`config.mk`:
```
export PLATFORM = sky130hd
export DESIGN_NAME = muldiv_unit
export DESIGN_NICKNAME = d
export VERILOG_FILES = /design/src/rtl/muldiv_unit.sv
export SDC_FILE = /design/constraint.sdc
export NUM_CORES = 1
export LEC_CHECK = 0
export ABC_CLOCK_PERIOD_IN_PS = 2900
export BUFFER_PORTS_ARGS = -buffer_cell sky130_fd_sc_hd__clkbuf_2
export CAP_MARGIN = 20
export CORE_ASPECT_RATIO = 0.9
export CORE_MARGIN = 3
export CORE_UTILIZATION = 25
export CTS_CLUSTER_DIAMETER = 150
export DETAILED_ROUTE_END_ITERATION = 10
export PLACE_DENSITY = 0.42
export SLEW_MARGIN = 15
export SYNTH_ARGS = -nofsm -noshare
export SYNTH_HDL_FRONTEND = slang
export SYNTH_SLANG_ARGS = --single-unit
```
`constraint.sdc`:
```
create_clock -name clk -period 2.9 [get_ports clk]
set_clock_uncertainty 0.1 [all_clocks]
set_input_delay 0.435 -clock clk [delete_from_list [all_inputs] [get_ports clk]]
set_output_delay 0.435 -clock clk [all_outputs]
set_load 0.01 [all_outputs]
```
`src/rtl/muldiv_unit.sv`:
```
// Iterative multiply/divide unit: shift-add multiplier and restoring divider, DATA_W iterations per op.
// Define MULDIV_SIGNED_EN to honour sgn (magnitude conversion, sign fix-up, MIN/-1 overflow).
module muldiv_unit #(
  parameter int DATA_W = 16,
  parameter int CNT_W  = $clog2(DATA_W + 1)
) (
  input  logic              clk,
  input  logic              rst,
  input  logic              start,
  input  logic [1:0]        op,
  input  logic              sgn,
  input  logic [DATA_W-1:0] a,
  input  logic [DATA_W-1:0] b,
  output logic              busy,
  output logic              done,
  output logic [DATA_W-1:0] y,
  output logic [3:0]        flags
);
  localparam int W = DATA_W;
  localparam logic [1:0]   OP_MULL = 2'b00;
  localparam logic [1:0]   OP_MULH = 2'b01;
  localparam logic [1:0]   OP_DIV  = 2'b10;
  localparam logic [W-1:0] MIN_VAL = {1'b1, {(W-1){1'b0}}};

  typedef enum logic [1:0] {IDLE, RUN, FIN} state_t;
  state_t state, state_nxt;

  logic [CNT_W-1:0] cnt;
  logic [2*W-1:0]   acc, acc_nxt;
  logic [W-1:0]     shf;
  logic [W-1:0]     opd;
  logic [W-1:0]     a_raw;
  logic [1:0]       op_q;
  logic             sgn_q, neg_a_q, neg_b_q;
  logic             accept, last;

  // shf carries the multiplier (shifted right) or dividend (shifted left); opd the other operand
  logic         sgn_in, neg_a_in, neg_b_in;
  logic [W-1:0] mag_a, mag_b;
`ifdef MULDIV_SIGNED_EN
  assign sgn_in   = sgn;
  assign neg_a_in = sgn & a[W-1];
  assign neg_b_in = sgn & b[W-1];
  assign mag_a    = neg_a_in ? -a : a;
  assign mag_b    = neg_b_in ? -b : b;
`else
  logic unused_signs;
  assign unused_signs = ^{sgn, sgn_q, neg_a_q, neg_b_q};
  assign sgn_in   = 1'b0;
  assign neg_a_in = 1'b0;
  assign neg_b_in = 1'b0;
  assign mag_a    = a;
  assign mag_b    = b;
`endif

  assign accept = start && (state == IDLE || state == FIN);
  assign last   = (state == RUN) && (cnt == CNT_W'(W - 1));
  assign busy   = (state == RUN);
  assign done   = (state == FIN);

  // One iteration: add-and-shift for multiply, trial subtract for divide
  logic [W:0]   mul_sum, div_shift;
  logic [W-1:0] div_diff;
  logic         div_ge;
  always_comb begin
    mul_sum   = {1'b0, acc[2*W-1:W]} + {1'b0, (shf[0] ? opd : '0)};
    div_shift = {acc[2*W-1:W], shf[W-1]};
    div_ge    = (div_shift >= {1'b0, opd});
    div_diff  = div_shift[W-1:0] - opd;
    if (!op_q[1])
      acc_nxt = {mul_sum, acc[W-1:1]};
    else
      acc_nxt = {(div_ge ? div_diff : div_shift[W-1:0]), acc[W-2:0], div_ge};
  end

  logic [2*W-1:0] prod;
  logic [W-1:0]   quo, rem;
  logic           ovf, div0, c_mull;
  assign div0 = (opd == '0);
`ifdef MULDIV_SIGNED_EN
  assign prod   = (neg_a_q ^ neg_b_q) ? -acc_nxt : acc_nxt;
  assign quo    = (neg_a_q ^ neg_b_q) ? -acc_nxt[W-1:0] : acc_nxt[W-1:0];
  assign rem    = neg_a_q ? -acc_nxt[2*W-1:W] : acc_nxt[2*W-1:W];
  assign ovf    = neg_b_q && (opd == W'(1)) && (a_raw == MIN_VAL);
  assign c_mull = sgn_q ? (prod[2*W-1:W] != {W{prod[W-1]}}) : (prod[2*W-1:W] != '0);
`else
  assign prod   = acc_nxt;
  assign quo    = acc_nxt[W-1:0];
  assign rem    = acc_nxt[2*W-1:W];
  assign ovf    = 1'b0;
  assign c_mull = (prod[2*W-1:W] != '0);
`endif

  // Final result selection, with divide-by-zero and MIN/-1 overriding the arithmetic
  logic [W-1:0] res;
  logic         res_c, res_v;
  always_comb begin
    res   = '0;
    res_c = 1'b0;
    res_v = 1'b0;
    case (op_q)
      OP_MULL: begin
        res   = prod[W-1:0];
        res_c = c_mull;
      end
      OP_MULH: res = prod[2*W-1:W];
      OP_DIV: begin
        if (div0)     begin res = '1;      res_v = 1'b1; end
        else if (ovf) begin res = MIN_VAL; res_v = 1'b1; end
        else                res = quo;
      end
      default: begin
        if (div0)     begin res = a_raw; res_v = 1'b1; end
        else if (ovf) begin res = '0;    res_v = 1'b1; end
        else                res = rem;
      end
    endcase
  end

  always_comb begin
    state_nxt = state;
    case (state)
      IDLE:    if (start) state_nxt = RUN;
      RUN:     if (last)  state_nxt = FIN;
      FIN:     state_nxt = start ? RUN : IDLE;
      default: state_nxt = IDLE;
    endcase
  end

  // y/flags load on the last iteration edge so they are valid in the FIN cycle
  always_ff @(posedge clk) begin
    if (rst) begin
      state   <= IDLE;
      cnt     <= '0;
      acc     <= '0;
      shf     <= '0;
      opd     <= '0;
      a_raw   <= '0;
      op_q    <= '0;
      sgn_q   <= 1'b0;
      neg_a_q <= 1'b0;
      neg_b_q <= 1'b0;
      y       <= '0;
      flags   <= '0;
    end else begin
      state <= state_nxt;
      if (accept) begin
        op_q    <= op;
        sgn_q   <= sgn_in;
        neg_a_q <= neg_a_in;
        neg_b_q <= neg_b_in;
        a_raw   <= a;
        acc     <= '0;
        cnt     <= '0;
        shf     <= op[1] ? mag_a : mag_b;
        opd     <= op[1] ? mag_b : mag_a;
      end else if (state == RUN) begin
        acc <= acc_nxt;
        shf <= op_q[1] ? (shf << 1) : (shf >> 1);
        cnt <= cnt + CNT_W'(1);
        if (last) begin
          y     <= res;
          flags <= {res[W-1], (res == '0), res_c, res_v};
        end
      end
    end
  end
endmodule

```
### Word level (Yosys, flattened, before mapping)

Index checks and enable logic that the tools add are counted.

| storage, ports and cells | value |
|---|---|
| register bits | 109 |
| input bits | 38 |

| cells by class | value |
|---|---|
| reduce and logical (&&, ||, !) cells | 13 |
| bitwise logic cells | 1 |
| equality and inequality tests | 7 |
| $lt $le $gt $ge | 1 |
| muxes and demuxes | 18 |
| add/sub/neg operators | 3 |

Operators by type and width:

| operator | count |
|---|---|
| $mux W16 | 9 |
| $pmux W16 S3 | 1 |
| $logic_not A16 Y1 | 2 |
| $mux W32 | 1 |
| $add A16 B16 Y17 | 1 |
| $ge A17 B16 Y1 | 1 |
| $reduce_bool A16 Y1 | 1 |
| $sub A16 B16 Y16 | 1 |
| $pmux W2 S3 | 1 |
| $add A5 B1 Y5 const B | 1 |
| $eq A5 B4 Y1 const B | 1 |
| $eq A2 B1 Y1 const B | 2 |
| $eq A2 B2 Y1 const B | 2 |
| $logic_not A2 Y1 | 2 |
| $mux W1 | 4 |
| $mux W2 | 2 |
| $reduce_or A2 Y1 | 2 |
| $reduce_and A3 Y1 | 1 |
| $logic_and A1 B1 Y1 | 2 |
| $ne A2 B1 Y1 const B | 1 |
| $ne A2 B2 Y1 const B | 1 |
| $reduce_and A2 Y1 | 1 |
| $reduce_bool A2 Y1 | 1 |
| $logic_or A1 B1 Y1 | 1 |
| $not A1 Y1 | 1 |

### Depth between registers and ports, before layout

| logic depth | value |
|---|---|
| depth in word-level cells | 6 |
| depth in mapped cells | 14 |
| depth with buffers taken out | 14 |

### Worst setup path before layout

No wires, ideal clock.

| timing path | value |
|---|---|
| path kind | flip-flop to flip-flop |
| start | reg shf[15] |
| end | reg flags[2] |
| data required time | 2.716 ns |
| stages on the path, launching flop included | 15 |
| path buffers | 0 |
| library setup time | 0.084 ns |
| arrival time | 2.785 ns |
| period minus slack after synthesis | 2.969 ns |
| setup slack | -0.069 ns |
| path through | dfxtp_1 -> inv_1 -> ha_1 -> inv_1 -> fa_1 -> a21oi_1 -> o21ai_0 -> a221o_1 -> a21oi_1 -> o31ai_2 -> mux2i_1 -> a211o_1 -> nor4_1 -> nand4_1 -> o31ai_2 |

| on the way | value |
|---|---|
| word-level cells in the longest chain between the ends | 6 |
| elaborated cells between the ends (all ways) | 8 |
| those cells by class | 1 x add/sub; 1 x order compare; 5 x mux; 1 x reduce/logical |

Ends and longest elaborated chain:

| item | line | source |
|---|---|---|
| start: declaration | 30 | `logic [W-1:0] shf;` |
| start signal: assignment | 155 | `shf <= op[1] ? mag_a : mag_b;` |
| start signal: assignment | 159 | `shf <= op_q[1] ? (shf << 1) : (shf >> 1);` |
| $sub A16 B16 Y16 or $ge A17 B16 Y1 (tied branches) | 69, 68 |  |
| $mux W16 | 73 | `acc_nxt = {(div_ge ? div_diff : div_shift[W-1:0]), acc[W-2:0], div_ge};` |
| $mux W32 * | 70 | `if (!op_q[1])` |
| $mux W16 | 113 | `if (div0) begin res = a_raw; res_v = 1'b1; end` |
| $pmux W16 S3 * | 101 | `case (op_q)` |
| $logic_not A16 Y1 * | 163 | `flags <= {res[W-1], (res == '0), res_c, res_v};` |
| end signal: assignment | 163 |  |
| end: declaration | 17 | `output logic [3:0] flags` |

Mark *: on every way between the ends. The rest lies on a longest branch, timed or not.
A chain may end at the register's enable or synchronous reset.

### Final worst setup path

| timing path | value |
|---|---|
| start | reg acc[29] |
| end | reg flags[2] |

| on the way | value |
|---|---|
| word-level cells in the longest chain between the ends | 6 |
| elaborated cells between the ends (all ways) | 9 |
| those cells by class | 2 x add/sub; 1 x order compare; 5 x mux; 1 x reduce/logical |

Ends and longest elaborated chain:

| item | line | source |
|---|---|---|
| start: declaration | 29 | `logic [2*W-1:0] acc, acc_nxt;` |
| start signal: assignment | 158 | `acc <= acc_nxt;` |
| $sub A16 B16 Y16 or $ge A17 B16 Y1 (tied branches) | 69, 68 |  |
| $mux W16 | 73 |  |
| $mux W32 * | 70 |  |
| $mux W16 | 113 |  |
| $pmux W16 S3 * | 101 |  |
| $logic_not A16 Y1 * | 163 |  |

Marks and branches as above.

==> flow_summary.ini <==
[power]
maximum_vdd_drop_mv = 0.341
power.share.switching_pct = 35.7
leakagePower_nw = 4.33
p_switching_mw = 1.68
overall_power_consumption_mw = 4.70
seq_power_share_pct = 35.0
power-per-cell-area_mw_per_mm2 = 430
p_int_mw = 3.02
power_frac_clock_pct = 27.8
power_frac_comb_pct = 37.2

[placement]
place_hpwl_microns = 22000
preCtsSetupSlack_ps = -504
port-buffer-count = 58
routabilityCongestion = 0.858
post_dp_cell_area_sq_mm = 0.00949
placedCellCount = 1533

[run_status]
failed_checks = setup timing
outcome = complete, but fails checks

[global_routing]
grt.overflow.total = 0
grt_pass1_wl_microns = 44000
antenna_found_initial = 0
first_global_vias = 7237
track_usage_pct = 17.8
largest_net_degree_at_the_start_of_global_routing = 79

[setup_path]
cp.buffers_inverters = 2
path_type_of_the_worst_setup_path = flop to flop
cp.arrival_ps = 3420
worst_path_largest_cell_delay_ps = 440
worst_path_max_delay_cell = a2111oi_4
cp-end-kind = flop
required_ps = 3080
cp_startpoint_kind = flop
timing.critical_path.cells = ha_4 -> a21o_1 -> a211o_1 -> a2111oi_4 -> a21oi_2 -> buf_6 -> buf_4 -> a21oi_2 -> o211ai_1 -> a2111oi_4 -> and4_1 -> nand4_1 -> o31ai_2
crit_fanout = 6
cp_top_family = compound AO/OA/AOI/OAI gates

[min_path]
hold_path.class = input port to flop

[floorplanning]
die_width_microns = 187
fp.dieArea_sq_mm = 0.0317
coreArea_sq_mm = 0.0290
ios = 60
floorplan.initialDensity_pct = 25.5
height_of_the_die_microns = 169
floorplan.rows = 59

[clock_network]
cts.root.buffer_cell = clkbuf_16
clock_transition_time_at_the_flip_flop_clock_pins_of_the_worst_setup_and_hold_paths_ps = 80
tritoncts = yes
tritoncts.num_buffers = 9
post_cts_hold_buffer_count = 0
worst_skew_pair.late_latency_ps = 370
cts.sinks = 108
cts_htree_levels = 3
clock_path_buffers = 2

[yosys]
synthArstFlopShare_pct = 0
yosys.area.top_type = dfxtp_1
synth-seq-area-share_pct = 29.2
synth_edf_count = 0
post_synth.cell_area_avg_sq_um = 7.84
syn-cell-area_sq_mm = 0.00740
synth_cell_type_count = 71
ys_ff_latch = 108
postSynth.topFlopCell = dfxtp_1
synth-warning-count = 0
synthCells = 943
top_cells_by_area_synth = dfxtp_1, mux2i_1, a211oi_1
synth_fp_nets = 1017
synthDominantCellAreaShare_pct = 29.2

[finish]
finish.net_count = 1244
final_core_utilization_pct = 37.7
final_area_sq_mm = 0.0109
layout_common_cells = buf_4, nor2_1, nand2_1
layout-drive-gt1-share_pct = 39.6
fill_cell_total_of_the_finished_layout = 3019
stdcell_count = 1571
synthToLayoutAreaGrowth_pct = 48.0
antenna_cells = 0
layout_commonest_cell = buf_4

[sta]
max_clk_rate_ghz = 0.308
relSlewSlack_pct = 42.7
post-route-worst-setup-slack_ps = -342
timing_max_transition_violations_final = 0
layout_worst_path_cycle_share_pct = 112
max_slew.worst_pin.slew_ps = 860
fin_worst_hold_slack_ps = 206
final_report_hold_violation_count = 0
rsz0062_at_grt = yes
setup-tns-final_ps = -1120
min_period_ps = 3240
setup_violations = 8

[routing]
route.final.wire_length_microns = 29000
drc_errors = 0
detail_route.wl_per_cell_microns = 18.4
routed_via_density = 4.92
first_iter_violations = 444
antenna_violating_nets_post_route = 0
drt-pass1-iter-count = 5
dr_vias = 7725

[job]
cap_violations = 0
==> worst reg2reg max path, cell delays in order, from the launching register on <==
cell and delay [ps]:
dfxtp_2 380, ha_4 210, a21o_1 160, a211o_1 320, a2111oi_4 270, a21oi_2 130, buf_6 160, buf_4 150
a21oi_2 100, o211ai_1 180, a2111oi_4 440, and4_1 260, nand4_1 100, o31ai_2 190
==> power groups by stage <==
stage	clock, mW	combinational [mW]	sequential [mW]
6_report	1.31	1.75	1.65
5_1_grt	1.40	1.88	1.66
4_1_cts	1.35	1.55	1.64
3_5_place_dp	0	1.40	1.67
3_3_place_gp	0	1.40	1.67
2_1_floorplan	0	0.779	1.65
==> final timing paths <==
path / slack (ps) / start / to / cells after the start
hold reg to reg: 360 / y[6] / y[6] / 2
hold / removal: 210 / op[0] / op_q[0] / 3
setup / recovery: -340 / acc[29] / flags[2] / 13
setup reg to reg: -340 / acc[29] / flags[2] / 13
==> kinds of logic (layout without fill, tap and decap cells) <==
family                   after synthesis  after routing  share of synthesized area (%)
AND/OR/NAND/NOR                      325            325                           19.8
AO/OA/AOI/OAI                        270            270                           25.0
flip-flops                           108            108                           29.2
buffers and inverters                 94            326                           5.09
multiplexers                          83             83                           11.3
adder cells (fa/ha/maj)               36             36                           6.29
XOR/XNOR                              27             27                           3.20
==> sequential cells by signal, summed over array words and instances (netlist names) <==
| signal | cells |
|---|---|
| a_raw | 16 |
| acc | 32 |
| cnt | 5 |
| flags | 3 |
| op_q | 2 |
| opd | 16 |
| shf | 16 |
| state | 2 |
| y | 16 |
==> what timing repair did <==
| item | in CTS | in global routing |
|---|---|---|
| cloned | 0 | 0 |
| resized for setup | 92 | 119 |
| pin swaps | 33 | 43 |
| endpoints found under the setup margin | 24 | 28 |
| buffers inserted | 10 | 18 |
==> layer usage <==
layer	vias to the layer above	share of wire, %	GRT usage, %
met1	3639	50	26.7
met3	24	4.1	1.86
met5	-	0	0
li1	3875	-	-
met2	187	44	27.7
met4	0	1.4	3.75
==> synth_stat cells, drive strengths merged, types with 16 or more instances <==
master and n:
a211oi 77, a21oi 90, and2 20, buf 17, clkbuf 47, dfxtp 108, ha 34, inv 29
mux2i 80, nand2 110, nor2 115, nor3 21, o21ai 32, xnor2 16
==> cell type report <==
type                            instances  area [sq um]  area share, %
Multi-Input combinational cell        741          5760           52.6
Clock inverter                          7          80.1          0.732
Timing Repair Buffer                  280          2070           18.9
Sequential cell                       108          2210           20.2
Tap cell                              396           495           4.53
Inverter                               30           113           1.03
Clock buffer                            9           225           2.06
No activity file was read; power rests on OpenSTA's default activity.
